[src/rtl/pc_pkg.sv]
// Shared types and defaults for the program-counter unit.
package pc_pkg;

   typedef enum logic [2:0] {
      ACT_HOLD,
      ACT_TRAP,
      ACT_RET,
      ACT_CALL,
      ACT_BRANCH,
      ACT_INC
   } act_e;

   localparam logic [31:0] DEF_RESET_VEC = 32'h0000_0000;
   localparam logic [31:0] DEF_TRAP_VEC  = 32'h0000_01F0;

endpackage

[src/rtl/pc_unit_if.sv]
// Control/status bundle between the fetch controller (master) and pc_unit (slave).
interface pc_unit_if #(
   parameter int unsigned ADDR_W = 9
);
   logic              stall;
   logic              trap;
   logic              ret;
   logic              call;
   logic              branch;
   logic [ADDR_W-1:0] branch_address;
   logic              clear_err;
   logic [ADDR_W-1:0] pc_out;
   logic [ADDR_W-1:0] pc_next;
   logic              ras_empty;
   logic              ras_full;
   logic              ras_overflow;
   logic              ras_underflow;

   modport master (
      output stall, trap, ret, call, branch, branch_address, clear_err,
      input  pc_out, pc_next, ras_empty, ras_full, ras_overflow, ras_underflow
   );

   modport slave (
      input  stall, trap, ret, call, branch, branch_address, clear_err,
      output pc_out, pc_next, ras_empty, ras_full, ras_overflow, ras_underflow
   );

endinterface

[src/rtl/ras_stack.sv]
// Circular return-address stack; a push while full overwrites the oldest entry.
module ras_stack #(
   parameter int unsigned DEPTH  = 4,
   parameter int unsigned ADDR_W = 9
) (
   input  logic              i_clk,
   input  logic              i_rst_n,
   input  logic              i_push,
   input  logic              i_pop,
   input  logic [ADDR_W-1:0] i_push_data,
   output logic [ADDR_W-1:0] o_top,
   output logic              o_empty,
   output logic              o_full,
   output logic              o_overflow_evt,
   output logic              o_underflow_evt
);

   localparam int unsigned PTR_W = (DEPTH > 1) ? $clog2(DEPTH) : 1;
   localparam int unsigned CNT_W = $clog2(DEPTH + 1);
   localparam logic [PTR_W-1:0] LAST_SLOT = PTR_W'(DEPTH - 1);
   localparam logic [CNT_W-1:0] FULL_CNT  = CNT_W'(DEPTH);

   logic [ADDR_W-1:0] r_mem [DEPTH];
   logic [PTR_W-1:0]  r_ptr;      // next free slot; top entry sits just below it
   logic [CNT_W-1:0]  r_count;

   logic [PTR_W-1:0]  w_ptr_inc;
   logic [PTR_W-1:0]  w_ptr_dec;
   logic              w_do_push;
   logic              w_do_pop;

   assign w_ptr_inc = (r_ptr == LAST_SLOT) ? '0 : r_ptr + PTR_W'(1);
   assign w_ptr_dec = (r_ptr == '0) ? LAST_SLOT : r_ptr - PTR_W'(1);

   assign o_empty = (r_count == '0);
   assign o_full  = (r_count == FULL_CNT);
   assign o_top   = r_mem[w_ptr_dec];

   assign w_do_pop  = i_pop & ~o_empty;
   assign w_do_push = i_push & ~i_pop;

   assign o_overflow_evt  = w_do_push & o_full;
   assign o_underflow_evt = i_pop & o_empty;

   // When full, the free-slot pointer coincides with the oldest entry.
   always_ff @(posedge i_clk) begin
      if (w_do_push) begin
         r_mem[r_ptr] <= i_push_data;
      end
   end

   always_ff @(posedge i_clk or negedge i_rst_n) begin
      if (!i_rst_n) begin
         r_ptr   <= '0;
         r_count <= '0;
      end else if (w_do_push) begin
         r_ptr <= w_ptr_inc;
         if (!o_full) begin
            r_count <= r_count + CNT_W'(1);
         end
      end else if (w_do_pop) begin
         r_ptr   <= w_ptr_dec;
         r_count <= r_count - CNT_W'(1);
      end
   end

endmodule

[src/rtl/pc_unit.sv]
// Fetch-stage program counter: priority action select, PC register, sticky RAS error flags.
module pc_unit
   import pc_pkg::*;
#(
   parameter int unsigned ADDR_W    = 9,
   parameter int unsigned STEP      = 1,
   parameter logic [31:0] RESET_VEC = DEF_RESET_VEC,
   parameter logic [31:0] TRAP_VEC  = DEF_TRAP_VEC,
   parameter int unsigned RAS_DEPTH = 4
) (
   input  logic       clk,
   input  logic       reset,
   pc_unit_if.slave   bus
);

   localparam logic [ADDR_W-1:0] STEP_W  = ADDR_W'(STEP);
   localparam logic [ADDR_W-1:0] RESET_W = ADDR_W'(RESET_VEC);
   localparam logic [ADDR_W-1:0] TRAP_W  = ADDR_W'(TRAP_VEC);

   logic [ADDR_W-1:0] r_pc;
   logic              r_overflow;
   logic              r_underflow;

   act_e              w_act;
   logic [ADDR_W-1:0] w_pc_inc;
   logic [ADDR_W-1:0] w_pc_next;
   logic [ADDR_W-1:0] w_ras_top;
   logic              w_ras_empty;
   logic              w_ras_full;
   logic              w_ovf_evt;
   logic              w_unf_evt;

   assign w_pc_inc = r_pc + STEP_W;

   always_comb begin
      w_act = ACT_INC;
      if (bus.stall)       w_act = ACT_HOLD;
      else if (bus.trap)   w_act = ACT_TRAP;
      else if (bus.ret)    w_act = ACT_RET;
      else if (bus.call)   w_act = ACT_CALL;
      else if (bus.branch) w_act = ACT_BRANCH;
   end

   always_comb begin
      w_pc_next = w_pc_inc;
      case (w_act)
         ACT_HOLD:   w_pc_next = r_pc;
         ACT_TRAP:   w_pc_next = TRAP_W;
         ACT_RET:    w_pc_next = w_ras_empty ? w_pc_inc : w_ras_top;
         ACT_CALL:   w_pc_next = bus.branch_address;
         ACT_BRANCH: w_pc_next = bus.branch_address;
         default:    w_pc_next = w_pc_inc;
      endcase
   end

   ras_stack #(
      .DEPTH  (RAS_DEPTH),
      .ADDR_W (ADDR_W)
   ) u_ras (
      .i_clk           (clk),
      .i_rst_n         (reset),
      .i_push          (w_act == ACT_CALL),
      .i_pop           (w_act == ACT_RET),
      .i_push_data     (w_pc_inc),
      .o_top           (w_ras_top),
      .o_empty         (w_ras_empty),
      .o_full          (w_ras_full),
      .o_overflow_evt  (w_ovf_evt),
      .o_underflow_evt (w_unf_evt)
   );

   // A new error event at the same edge as clear_err keeps the flag set.
   always_ff @(posedge clk or negedge reset) begin
      if (!reset) begin
         r_pc        <= RESET_W;
         r_overflow  <= 1'b0;
         r_underflow <= 1'b0;
      end else begin
         r_pc        <= w_pc_next;
         r_overflow  <= w_ovf_evt | (r_overflow  & ~bus.clear_err);
         r_underflow <= w_unf_evt | (r_underflow & ~bus.clear_err);
      end
   end

   assign bus.pc_out        = r_pc;
   assign bus.pc_next       = w_pc_next;
   assign bus.ras_empty     = w_ras_empty;
   assign bus.ras_full      = w_ras_full;
   assign bus.ras_overflow  = r_overflow;
   assign bus.ras_underflow = r_underflow;

endmodule

[src/flat_wrapper.sv]
// flat-port wrapper written by rule: the top's interface ports become plain ports
module pc_unit_flat import pc_pkg::*;
#(
   parameter int unsigned ADDR_W    = 9,
   parameter int unsigned STEP      = 1,
   parameter logic [31:0] RESET_VEC = DEF_RESET_VEC,
   parameter logic [31:0] TRAP_VEC  = DEF_TRAP_VEC,
   parameter int unsigned RAS_DEPTH = 4
)
  (clk, reset, bus_stall, bus_trap, bus_ret, bus_call, bus_branch, bus_branch_address, bus_clear_err, bus_pc_out, bus_pc_next, bus_ras_empty, bus_ras_full, bus_ras_overflow, bus_ras_underflow);
  pc_unit_if #(.ADDR_W(ADDR_W)) bus_i ();
  input  logic clk;
  input  logic reset;
  input wire logic [$bits(bus_i.stall)-1:0] bus_stall;
  input wire logic [$bits(bus_i.trap)-1:0] bus_trap;
  input wire logic [$bits(bus_i.ret)-1:0] bus_ret;
  input wire logic [$bits(bus_i.call)-1:0] bus_call;
  input wire logic [$bits(bus_i.branch)-1:0] bus_branch;
  input wire logic [$bits(bus_i.branch_address)-1:0] bus_branch_address;
  input wire logic [$bits(bus_i.clear_err)-1:0] bus_clear_err;
  output wire logic [$bits(bus_i.pc_out)-1:0] bus_pc_out;
  output wire logic [$bits(bus_i.pc_next)-1:0] bus_pc_next;
  output wire logic [$bits(bus_i.ras_empty)-1:0] bus_ras_empty;
  output wire logic [$bits(bus_i.ras_full)-1:0] bus_ras_full;
  output wire logic [$bits(bus_i.ras_overflow)-1:0] bus_ras_overflow;
  output wire logic [$bits(bus_i.ras_underflow)-1:0] bus_ras_underflow;
  assign bus_i.stall = bus_stall;
  assign bus_i.trap = bus_trap;
  assign bus_i.ret = bus_ret;
  assign bus_i.call = bus_call;
  assign bus_i.branch = bus_branch;
  assign bus_i.branch_address = bus_branch_address;
  assign bus_i.clear_err = bus_clear_err;
  assign bus_pc_out = bus_i.pc_out;
  assign bus_pc_next = bus_i.pc_next;
  assign bus_ras_empty = bus_i.ras_empty;
  assign bus_ras_full = bus_i.ras_full;
  assign bus_ras_overflow = bus_i.ras_overflow;
  assign bus_ras_underflow = bus_i.ras_underflow;
  pc_unit #(.ADDR_W(ADDR_W), .STEP(STEP), .RESET_VEC(RESET_VEC), .TRAP_VEC(TRAP_VEC), .RAS_DEPTH(RAS_DEPTH)) u_core (.clk(clk), .reset(reset), .bus(bus_i));
endmodule
[config.mk]
export PLATFORM = sky130hd
export DESIGN_NAME = pc_unit_flat
export DESIGN_NICKNAME = d
export VERILOG_FILES = /design/src/rtl/pc_pkg.sv /design/src/rtl/pc_unit_if.sv /design/src/rtl/ras_stack.sv /design/src/rtl/pc_unit.sv /design/src/flat_wrapper.sv
export SDC_FILE = /design/constraint.sdc
export NUM_CORES = 1
export LEC_CHECK = 0
export ABC_AREA = 1
export BUFFER_PORTS_ARGS = -buffer_cell sky130_fd_sc_hd__buf_2
export CAP_MARGIN = 20
export CELL_PAD_IN_SITES_DETAIL_PLACEMENT = 0
export CELL_PAD_IN_SITES_GLOBAL_PLACEMENT = 1
export CORE_MARGIN = 5
export CORE_UTILIZATION = 40
export CTS_BUF_LIST = sky130_fd_sc_hd__clkbuf_4
export DETAILED_ROUTE_END_ITERATION = 8
export HOLD_SLACK_MARGIN = 0.1
export PLACE_DENSITY_LB_ADDON = 0.1
export SKIP_LAST_GASP = 1
export SYNTH_ARGS = -nofsm -noshare
export SYNTH_HDL_FRONTEND = slang
export SYNTH_SLANG_ARGS = --single-unit
export TNS_END_PERCENT = 30
[constraint.sdc]
create_clock -name clk -period 2.79 [get_ports clk]
set_input_delay 0.558 -clock clk [delete_from_list [all_inputs] [get_ports clk]]
set_output_delay 0.558 -clock clk [all_outputs]
set_load 0.05 [all_outputs]
== Word level (Yosys, flattened, before mapping) ==
Memory sizes are Yosys's and may differ from the RTL's.
Cells that the tools add are included.
Cells by class
  reductions and logical operators: 6
  multiplexer cells: 16
  equality and inequality tests: 7
  bitwise operators: 11
  $add $sub $neg: 5
Operator list (number)
  one-hot mux 9 bit (4 select lines): 1
  2-to-1 mux 3 bit: 7
  adder 9 x 1 -> 9 bit (second input constant): 1
  2-to-1 mux 9 bit: 1
  2-to-1 mux 2 bit: 4
  bitwise AND 1 bit: 6
  == test 3 x 2 -> 1 bit (second input constant): 2
  == test 3 bit (second input constant): 2
  logical NOT 3 bit: 2
  adder 3 x 1 -> 3 bit (second input constant): 1
  == test 3 x 1 -> 1 bit (second input constant): 1
  2-to-1 mux 1 bit: 3
  inverter 1 bit: 3
  subtractor 3 x 1 -> 3 bit (second input constant): 1
  adder 2 x 1 -> 2 bit (second input constant): 1
  == test 2 bit (second input constant): 1
  logical NOT 2 bit: 1
  inequality test 2 bit (second input constant): 1
  bitwise OR 1 bit: 2
  AND reduction 2 bit: 1
  nonzero test 2 bit: 1
  OR reduction 2 bit: 1
  subtractor 2 x 1 -> 2 bit (second input constant): 1
Storage, ports and cells
  logic and storage cells: 51
  flip-flop bits (word level): 16
  bits in writable memories: 36
  input port bits: 17
  memories: 1
Memory list
  u_core.u_ras.r_mem: depth 4, bits a word 9, rd ports 1, clocked after Yosys merged registers in 0, write ports 1, RTL line ras_stack.sv:23  | logic [ADDR_W-1:0] r_mem [DEPTH];

== Longest topological paths before layout ==
Gate-level depths: netlist (run 1).
  depth after elaboration: 10
  mapped depth: 14
  depth with buffers taken out: 14

== By module ==
From an unflattened synthesis (run 1), not the netlist that was laid out.
Second synthesis, totals
  cells, all modules: 285
  area total of the unflattened synthesis: 2641.3 µm²
Modules (own cells, without submodules)
  ras_stack: cells an instance 154, area an instance 1780.5 µm², sequential area each 1206.2 µm², instances 1
  pc_unit: cells an instance 131, area an instance 860.8 µm², sequential area each 275.3 µm², instances 1

== Worst setup path after synthesis (run 1) ==
No wires, ideal clock.
  path type: flip-flop to output port
  from: register u_core.r_pc[0] (netlist: u_core.bus.pc_out[0])
  to: output port bus_pc_next[4]
  cell stages (with the launch flop): 7
  arrival: 1.896 ns
  setup slack: 0.336 ns
  required time: 2.232 ns
  cell sequence: dfrtp_1 ha_1 nand3_1 xor2_1 inv_1 nand2_1 nand4_1
Between the ends
  cells in the longest elaborated chain, start to end: 3
RTL lines
  from (decl): RTL line pc_unit.sv:20  | logic [ADDR_W-1:0] r_pc;
  from (signal assigned): RTL line pc_unit.sv:79  | r_pc <= w_pc_next;
  adder 9 x 1 -> 9 bit (*): RTL line pc_unit.sv:33  | assign w_pc_inc = r_pc + STEP_W;
  net u_core.u_ras.i_push_data[4]: RTL line ras_stack.sv:10  | input logic [ADDR_W-1:0] i_push_data,
  2-to-1 mux 9 bit: RTL line pc_unit.sv:49  | ACT_RET: w_pc_next = w_ras_empty ? w_pc_inc : w_ras_top;
  one-hot mux 9 bit (4 select lines) (*): RTL line pc_unit.sv:46  | case (w_act)
  to (decl): RTL line flat_wrapper.sv:22  | output wire logic [$bits(bus_i.pc_next)-1:0] bus_pc_next;
Mark *: on every way through the listed nets, which the timed path passes. The rest lies on a longest branch.

== Worst setup path after layout (run 1) ==
  from: register u_core.u_ras.r_ptr[0]
  to: output port bus_pc_next[1]
Between the ends
  cells in the longest elaborated chain, start to end: 5
  elaborated cells on any way between the ends: 6
  those cells by class: add/sub: 1; mux: 3; reduce/logical: 1; memory: 1
RTL lines
  from (decl): RTL line ras_stack.sv:24  | logic [PTR_W-1:0] r_ptr;
  from (signal assigned): RTL line ras_stack.sv:57  | r_ptr <= w_ptr_inc;
  from (signal assigned): RTL line ras_stack.sv:62  | r_ptr <= w_ptr_dec;
  subtractor 2 x 1 -> 2 bit / logical NOT 2 bit (equally long branches): RTL line ras_stack.sv:33  | assign w_ptr_dec = (r_ptr == '0) ? LAST_SLOT : r_ptr - PTR_W'(1);
  2-to-1 mux 2 bit (*): RTL line ras_stack.sv:33
  memory (4 x 9 bit) (*)
  2-to-1 mux 9 bit (*): RTL line pc_unit.sv:49
  one-hot mux 9 bit (4 select lines) (*): RTL line pc_unit.sv:46
Every way passes the cells marked *; elsewhere a longest branch is shown, timed or not.

==> results of run 1 <==
## layout make-up
class	count	share of cell area (%)
flip-flops and latches	52	48.0
multi-input cells	181	31.0
repair buffers	49	10.2
inverters	44	5.71
well taps	77	3.12
clock buffers	5	1.22
clock inverters	3	0.810
## power by group through the flow
stage / registers [µW] / logic [µW] / clock network [µW]
2_1_floorplan: 1190 / 827 / 0
3_3_place_gp: 1070 / 1300 / 0
3_5_place_dp: 1080 / 1290 / 0
4_1_cts: 1050 / 1350 / 378
5_1_grt: 1070 / 1580 / 406
6_report: 1060 / 1430 / 362
## per-layer routing
metal / global-route usage [%] / vias up
li1: - / 1026
met1: 22.7 / 904
met2: 22.5 / 50
met3: 3.64 / 10
met4: 4.77 / 0
met5: 0 / -
## Yosys cell counts
master / count
clkinv_4: 1
nand3_2: 1
a22oi_1: 2
o21ai_0: 17
nand2_1: 67
o211ai_1: 3
nor3_1: 2
buf_2: 2
or2_2: 1
buf_4: 1
inv_4: 1
nor2_8: 1
nor2_2: 2
nand3_4: 1
edfxtp_1: 36
inv_2: 4
inv_1: 37
clkinv_1: 1
nand4_1: 4
nand2_4: 1
nand2_2: 5
nor2_1: 25
o22ai_1: 2
a21oi_1: 7
buf_6: 1
dfrtp_1: 16
o21ai_1: 1
nand3_1: 26
xor2_1: 5
nor2_4: 2
ha_1: 6
clkbuf_1: 1
## placed cells by master, fill, tap and decap left out, drive strengths merged
master and instances:
edfxtp 36, clkinvlp 1, nor3 2, clkbuf 5, buf 48, ha 6
nand2 73, or2 1, dfrtp 16, xor2 5, a21oi 7, nand4 4
clkinv 2, a22oi 2, o21ai 18, dlygate4sd3 1, inv 44, nor2 30
o22ai 2, nand3 28, o211ai 3
## cell families after synthesis
family	count (synthesis)	share of synthesized area, %
fa+ha+maj	6	2.86
simple gates	138	24.5
compound gates	32	6.68
xor+xnor	5	1.67
flops	52	56.5
buf+inv	49	7.82
## final timing paths
check	end	from	depth (start not counted)
max	bus_pc_next[1]	u_core.u_ras.r_ptr[0]$_DFFE_PN0P_	11
min	u_core.bus.ras_overflow$_DFF_PN0_	bus_clear_err	2
max reg2reg	u_core.bus.pc_out[3]$_DFF_PN0_	u_core.u_ras.r_ptr[0]$_DFFE_PN0P_	9
min reg2reg	u_core.u_ras.r_count[0]$_DFFE_PN0P_	u_core.u_ras.r_count[0]$_DFFE_PN0P_	1
max in group asynchronous	u_core.u_ras.r_ptr[0]$_DFFE_PN0P_	reset	2
min in group asynchronous	u_core.bus.ras_underflow$_DFF_PN0_	reset	2
## state kept, by name, summed over array words and instances (netlist names)
name and flops:
u_core.bus.pc_out 9, u_core.bus.ras_overflow 1, u_core.bus.ras_underflow 1, u_core.u_ras.r_count 3
u_core.u_ras.r_mem 36, u_core.u_ras.r_ptr 2
## metrics by stage
step           setup WS (ps)  area [µm²]  power, µW
3_5_place_dp             237        2930       2370
6_report                80.1        3090       2850
4_1_cts                 25.5        3030       2780
5_1_grt                -48.3        3090       3060
3_3_place_gp             300        2930       2370
2_1_floorplan            336        2620       2020
## repair_timing
| action | 4_1_cts | 5_1_grt |
|---|---|---|
| hold buffers | 1 | 0 |
| gates cloned | 0 | 0 |
| endpoints found under the hold margin | 16 | 0 |
| pin swaps | 0 | 3 |
| resized for setup | 9 | 9 |
| setup endpoints to repair | 9 | 9 |
| setup buffers | 1 | 2 |
## worst max-delay path, cell delays in order (launching register included)
cell,delay (ps)
dfrtp_1,440
inv_4,80
ha_4,170
inv_1,80
nand2_2,110
buf_4,180
nand2_1,50
nand2_1,40
o22ai_1,220
nand2_1,100
nand3_1,110
buf_4,210
==> results.py, run 1 <==
metrics = {
    "global_route": {
        "grt_pass1_vias": 2013,
        "antenna_found_initial": 0,
        "overflow": 0,
        "track_usage_pct": 15.4,
        "grt_max_degree": 19,
        "grt_pass1_wl_um": 10200,
    },
    "flow_run": {
        "maxCapViolCount": 0,
    },
    "power": {
        "power_frac_clock_pct": 12.7,
        "p_per_area_nw_per_um2": 923,
        "swShare_pct": 46.5,
        "p_leak_uw": 0.00140,
        "p_seq_share_pct": 37.2,
        "vdd_drop_max_mv": 0.446,
        "p_switching_uw": 1330,
        "combPwrFrac_pct": 50.1,
        "p_int_uw": 1520,
    },
    "setup_path": {
        "path_class": "reg2out",
        "worst_setup_path_end_kind": "output port",
        "crit_fanout": 8,
        "startpoint_type": "flip-flop",
        "required_ps": 2230,
        "arrival_ps": 2150,
        "rrSetupSlack_ps": 1150,
    },
    "synthesis": {
        "syn_avg_cell_area_um2": 9.30,
        "yosysTopAreaCellShare_pct": 41.2,
        "synth_area_um2": 2620,
        "syn_nets": 305,
        "yosysWarnings": 0,
        "ys_ff_latch": 52,
        "syn_inst": 282,
        "ys_types": 32,
        "ys_seq_area_share_pct": 56.5,
        "synth_top_area_cell": "edfxtp_1",
        "synthTopCellsByArea": "edfxtp_1 (41%), dfrtp_1 (15%), nand2_1 (9.6%)",
    },
    "detailed_routing": {
        "wl_met3_um": 276,
        "wl_per_cell_um": 14.8,
        "first_iter_violations": 84,
        "vias": 1990,
        "wl_met1_um": 3090,
        "dr.max_layer_used": "met4",
        "via_per_inst": 4.84,
        "drc": 0,
        "drt_pre_antenna_iters": 5,
        "final_antenna_net_count": 0,
        "wl_met2_um": 2600,
        "routed_wl_um": 6070,
    },
    "timing": {
        "post-route-min-period_ps": 2710,
        "whs_ps": 349,
        "fin_skew_ps": 19.3,
        "timing.final.crit_share_pct": 97.1,
        "rsz0062_at_grt": "yes",
        "tightestPinTransition_ps": 472,
        "maxSlewHeadroom_pct": 68.4,
        "tns_ps": 0,
        "setup_violations": 0,
        "max_freq_ghz": 0.369,
        "hold_violations": 0,
        "maxSlewViolCount": 0,
    },
    "place": {
        "dpl.cell_count": 399,
        "gp_congestion": 0.756,
        "io_buffer_count": 38,
        "dpl.hpwl_um": 4520,
    },
    "layout": {
        "fin_util_pct": 48.6,
        "multi_input_area_um2": 956,
        "fillers": 631,
        "final_cell_count_no_fill": 411,
        "seq_area_um2": 1480,
        "num-nets-final": 356,
        "antenna-diode-count": 0,
        "drive_gt1_share_pct": 24.3,
        "area_growth_pct": 17.7,
    },
    "die": {
        "dieArea_um2": 8280,
        "io_pins": 39,
        "coreArea_um2": 6350,
        "fp-row-count": 29,
        "dieWidth_um": 91.0,
        "die_h_um": 91.0,
        "start_util_pct": 41.3,
    },
    "clock_network": {
        "cts_buffers": 5,
        "clock_sinks": 52,
        "cts_tree": "yes",
        "htree_levels": 2,
        "clk_latency_ps": 380,
        "clockBufferDepth": 2,
        "cts-root-buf": "clkbuf_4",
        "clk_pin_slew_ps": 170,
    },
    "run_status": {
        "status": "complete, no violations",
    },
    "min_path": {
        "min_path_type": "in2reg",
    },
}
Power figures use the tool's default switching activity.
==> inputs of run 2 (changes only) <==
CORE_ASPECT_RATIO = 2   (was default)
==> run 2 against run 1 <==
Against the previous run: worst hold slack better by 24 ps; first-iteration DRC count is 19% higher; register-to-register slack worse by 20 ps; critical endpoint unchanged; largest power group unchanged.
==> results.py, run 2 (synthesis gave the netlist of run 1 again) <==
metrics = {
    "timing": {
        "tightestPinTransition_ps": 436,
        "rsz0062_at_grt": "no",
        "timing.final.crit_share_pct": 94.4,
        "maxSlewViolCount": 0,
        "tns_ps": 0,
        "hold_violations": 0,
        "maxSlewHeadroom_pct": 70.9,
        "setup_ws_ps": 156,
        "post-route-min-period_ps": 2630,
        "fin_skew_ps": 8.81,
        "setup_violations": 0,
        "max_freq_ghz": 0.380,
    },
    "clock_network": {
        "clock_sinks": 52,
        "clockBufferDepth": 2,
        "htree_levels": 2,
        "clk_latency_ps": 370,
        "cts_tree": "yes",
        "clk_pin_slew_ps": 130,
        "cts-root-buf": "clkbuf_4",
        "cts_buffers": 5,
    },
    "place": {
        "place_ws_ps": 214,
        "dpl.hpwl_um": 5410,
        "io_buffer_count": 38,
        "gp_congestion": 0.810,
    },
    "power": {
        "vdd_drop_max_mv": 0.634,
        "p_leak_uw": 0.00144,
        "p_per_area_nw_per_um2": 967,
        "total_power_uw": 3070,
    },
    "die": {
        "fp-row-count": 41,
        "die_h_um": 125,
        "dieWidth_um": 67.3,
        "coreArea_um2": 6360,
        "io_pins": 39,
        "start_util_pct": 41.2,
        "dieArea_um2": 8370,
    },
    "detailed_routing": {
        "vias": 2094,
        "via_per_inst": 4.90,
        "first_iter_violations": 100,
        "final_antenna_net_count": 0,
        "wl_per_cell_um": 16.5,
        "drt_pre_antenna_iters": 4,
        "routed_wl_um": 7040,
        "drc": 0,
    },
    "global_route": {
        "grt_max_degree": 17,
        "grt_pass1_vias": 2240,
        "track_usage_pct": 18.5,
        "overflow": 0,
        "grt_pass1_wl_um": 11200,
        "antenna_found_initial": 1,
    },
    "setup_path": {
        "rrSetupSlack_ps": 1130,
        "startpoint_type": "flip-flop",
        "crit_fanout": 6,
        "rr_worst_depth": 10,
        "required_ps": 2230,
        "arrival_ps": 2080,
        "path_class": "reg2out",
        "worst_setup_path_end_kind": "output port",
    },
    "layout": {
        "num-nets-final": 362,
        "multi_input_area_um2": 955,
        "drive_gt1_share_pct": 26.2,
        "largest-register": "u_core.u_ras.r_mem",
        "seq_area_um2": 1480,
        "fillers": 659,
        "mostFrequentLayoutCells": "nand2_1 (66), edfxtp_1 (36), inv_1 (35)",
        "final_common_cell": "nand2_1",
        "area_growth_pct": 21.0,
        "largest_register_ffs": 36,
    },
    "min_path": {
        "holdPathStages": 2,
        "min_path_type": "in2reg",
    },
    "run_status": {
        "status": "complete, no violations",
    },
    "flow_run": {
        "maxCapViolCount": 0,
    },
}
run 2: changes by cell type in the layout (fill, tap and decap cells not counted), moves of 2 or more:
cell	delta
inv_2	+2
buf_6	+2
buf_4	+6
buf_2	-4
clkbuf_4	+4
inv_6	-2
run 2: worst max-delay path, cell delays in order (launching register included):
cell	delay [ps]
dfrtp_1	430
inv_2	130
ha_4	230
clkinvlp_4	120
buf_4	170
nand2_1	70
o22ai_1	150
nand2_1	70
nand3_1	90
clkbuf_4	240
run 2: cell type report:
type,instances,share of cell area [%]
timing repair buffer,55,11.7
multi-input combinational,181,30.1
sequential,52,46.7
antenna,1,0.0788
clock buffer,6,1.42
inverter,44,5.56
clock inverter,2,1.10
tap,86,3.39
run 2: worst paths after layout:
kind	startpoint	to
min in group asynchronous	reset	u_core.bus.pc_out[7]$_DFF_PN0_
min reg2reg	u_core.u_ras.r_count[0]$_DFFE_PN0P_	u_core.u_ras.r_count[0]$_DFFE_PN0P_
max	u_core.u_ras.r_ptr[0]$_DFFE_PN0P_	bus_pc_next[1]
min	bus_clear_err	u_core.bus.ras_overflow$_DFF_PN0_
max in group asynchronous	reset	u_core.bus.pc_out[0]$_DFF_PN0_
max reg2reg	u_core.u_ras.r_ptr[0]$_DFFE_PN0P_	u_core.bus.pc_out[5]$_DFF_PN0_
run 2: per-layer routing:
layer	GRT usage [%]	share of wire, %	wire (µm)	up-vias
li1	-	-	-	1037
met1	18.4	35	2450	987
met2	35.4	59	4130	57
met3	2.80	3.7	260	13
met4	7.89	2.8	196	0
met5	0	0	0	-
run 2: what timing repair did:
item / CTS / global route
hold endpoints to repair: 2 / 0
gates resized for setup: 9 / 16
setup endpoints to repair: 9 / 9
pin swaps: 0 / 1
buffers inserted: 2 / 5
hold buffers: 1 / 0
run 2: per-stage QoR:
step | util (%) | area (µm²) | hold slack (ps) | cells
4_1_cts | 48.4 | 3080 | 354 | 421
6_report | 49.9 | 3170 | 373 | 427
3_3_place_gp | 46.5 | 2960 | 487 | 410
5_1_grt | 49.9 | 3170 | 369 | 427
3_5_place_dp | 46.5 | 2960 | 510 | 410
2_1_floorplan | - | 2620 | 262 | 282
run 2: power by group:
part | switching, µW | leakage [µW] | total (µW) | internal [µW]
sequential | 92.8 | 0.000518 | 1060 | 969
clock | 223 | 0.0000457 | 421 | 198
combinational | 1060 | 0.000878 | 1590 | 531
==> inputs of run 3 (changes only) <==
CORE_UTILIZATION = 48   (was 40)
clock period = 3.4 ns   (was 2.79 ns; I/O delays follow)
==> run 3 against run 2 <==
Against the previous run: utilization up 5.0 points; non-clock buffer count down 12; global-route usage down 0.24 points; wire length down 12%; critical path type unchanged; largest power group unchanged.
==> results.py, run 3 (synthesis gave the netlist of run 1 again) <==
metrics = {
    "detailed_routing": {
        "drc": 0,
        "first_iter_violations": 109,
        "routed_wl_um": 6200,
        "final_antenna_net_count": 0,
        "vias": 1980,
        "wl_per_cell_um": 16.0,
        "drt_pre_antenna_iters": 4,
        "via_per_inst": 5.10,
    },
    "clock_network": {
        "cts-resized-gates": 0,
        "cts_setup_buffers": 0,
        "cts_tree": "yes",
        "cts-root-buf": "clkbuf_4",
        "cts_buffers": 5,
        "clock_sinks": 52,
        "clk_pin_slew_ps": 150,
        "holdBufCountCts": 0,
        "htree_levels": 2,
        "clockBufferDepth": 2,
        "clk_latency_ps": 380,
    },
    "global_route": {
        "overflow": 0,
        "antenna_found_initial": 0,
        "grt_max_degree": 23,
        "grt_pass1_wl_um": 10200,
        "track_usage_pct": 18.3,
        "grt_pass1_vias": 2083,
    },
    "layout": {
        "largest_register_ffs": 36,
        "area_growth_pct": 12.5,
        "num-nets-final": 350,
        "antenna-diode-count": 0,
        "fillers": 540,
        "final_common_cell": "nand2_1",
        "drive_gt1_share_pct": 21.6,
        "largest-register": "u_core.u_ras.r_mem",
        "seq_area_um2": 1480,
        "mostFrequentLayoutCells": "nand2_1 (66), buf_2 (38), inv_1 (37)",
        "multi_input_area_um2": 938,
    },
    "setup_path": {
        "required_ps": 2720,
        "path_class": "reg2out",
        "crit_fanout": 22,
        "arrival_ps": 2430,
        "worst_setup_path_end_kind": "output port",
        "startpoint_type": "flip-flop",
    },
    "power": {
        "p_leak_uw": 0.00135,
        "p_seq_share_pct": 39.6,
        "p_int_uw": 1140,
        "combPwrFrac_pct": 47.6,
        "swShare_pct": 48.0,
        "power_frac_clock_pct": 12.8,
        "p_per_area_nw_per_um2": 745,
        "p_switching_uw": 1060,
        "vdd_drop_max_mv": 0.561,
    },
    "die": {
        "dieWidth_um": 62.3,
        "io_pins": 39,
        "die_h_um": 115,
        "start_util_pct": 48.8,
        "coreArea_um2": 5370,
        "fp-row-count": 38,
        "dieArea_um2": 7130,
    },
    "place": {
        "io_buffer_count": 38,
        "dpl.hpwl_um": 4630,
        "gp_congestion": 0.789,
    },
    "timing": {
        "setup_violations": 0,
        "rsz0062_at_grt": "no",
        "timing.final.crit_share_pct": 91.6,
        "fin_skew_ps": 4.87,
        "hold_violations": 0,
        "max_freq_ghz": 0.321,
        "whs_ps": 190,
        "tightestPinTransition_ps": 424,
        "tns_ps": 0,
        "maxSlewViolCount": 0,
        "maxSlewHeadroom_pct": 71.6,
        "post-route-min-period_ps": 3110,
    },
    "run_status": {
        "status": "complete, no violations",
    },
    "flow_run": {
        "maxCapViolCount": 0,
    },
    "min_path": {
        "min_path_type": "in2async",
    },
}
## run 3: final cells by class
cell class              count  share of cell area (%)
well taps                  60                    2.54
clock buffers               5                    1.27
inverters                  44                    5.85
multi-input cells         181                    31.8
clock inverters             3                   0.636
repair buffers             43                    7.72
flip-flops and latches     52                    50.2
## run 3: power groups by stage
stage               logic [µW]  clock network (µW)  registers, µW
global placement          1040                   0            882
finish                    1050                 281            871
CTS                       1050                 291            870
detailed placement        1050                   0            884
global route              1160                 314            884
floorplan                  679                   0            977
## run 3: critical path, cell delays in order, from the launching register on
cell and delay [ps]:
dfrtp_1 450, inv_2 100, ha_1 250, inv_1 90, nand2_2 240, or2_2 360, o21ai_0 90, nor2_2 60
nor2_1 100, nand2_1 80, buf_2 220
## run 3: layer usage
layer / share of wire [%] / vias up / track usage [%]
met4: 3.0 / 0 / 8.50
met3: 3.9 / 13 / 3.34
li1: - / 1008 / -
met1: 42 / 909 / 21.7
met5: 0 / - / 0
met2: 51 / 50 / 31.6
## run 3: per-stage QoR
stage / utilization (%) / std cells / worst slack, ps / power (µW) / area [µm²]
floorplan: - / 282 / 824 / 1660 / 2620
global placement: 53.8 / 380 / 517 / 1920 / 2890
detailed placement: 53.8 / 380 / 485 / 1930 / 2890
CTS: 54.9 / 388 / 18.5 / 2210 / 2950
global route: 54.9 / 388 / 74.9 / 2360 / 2950
finish: 54.9 / 388 / 285 / 2200 / 2950
## run 3: final timing paths
check | endpoint | cells after the start | startpoint | slack (ps)
max in group asynchronous | u_core.u_ras.r_count[1]$_DFFE_PN0P_ | 1 | reset | 2940
min | u_core.bus.pc_out[6]$_DFF_PN0_ | 1 | reset | 190
min reg2reg | u_core.u_ras.r_count[0]$_DFFE_PN0P_ | 1 | u_core.u_ras.r_count[0]$_DFFE_PN0P_ | 520
max | bus_pc_next[5] | 10 | u_core.u_ras.r_ptr[0]$_DFFE_PN0P_ | 290
max reg2reg | u_core.bus.pc_out[5]$_DFF_PN0_ | 9 | u_core.u_ras.r_ptr[0]$_DFFE_PN0P_ | 1460
min in group clk | u_core.bus.ras_overflow$_DFF_PN0_ | 2 | bus_clear_err | 470
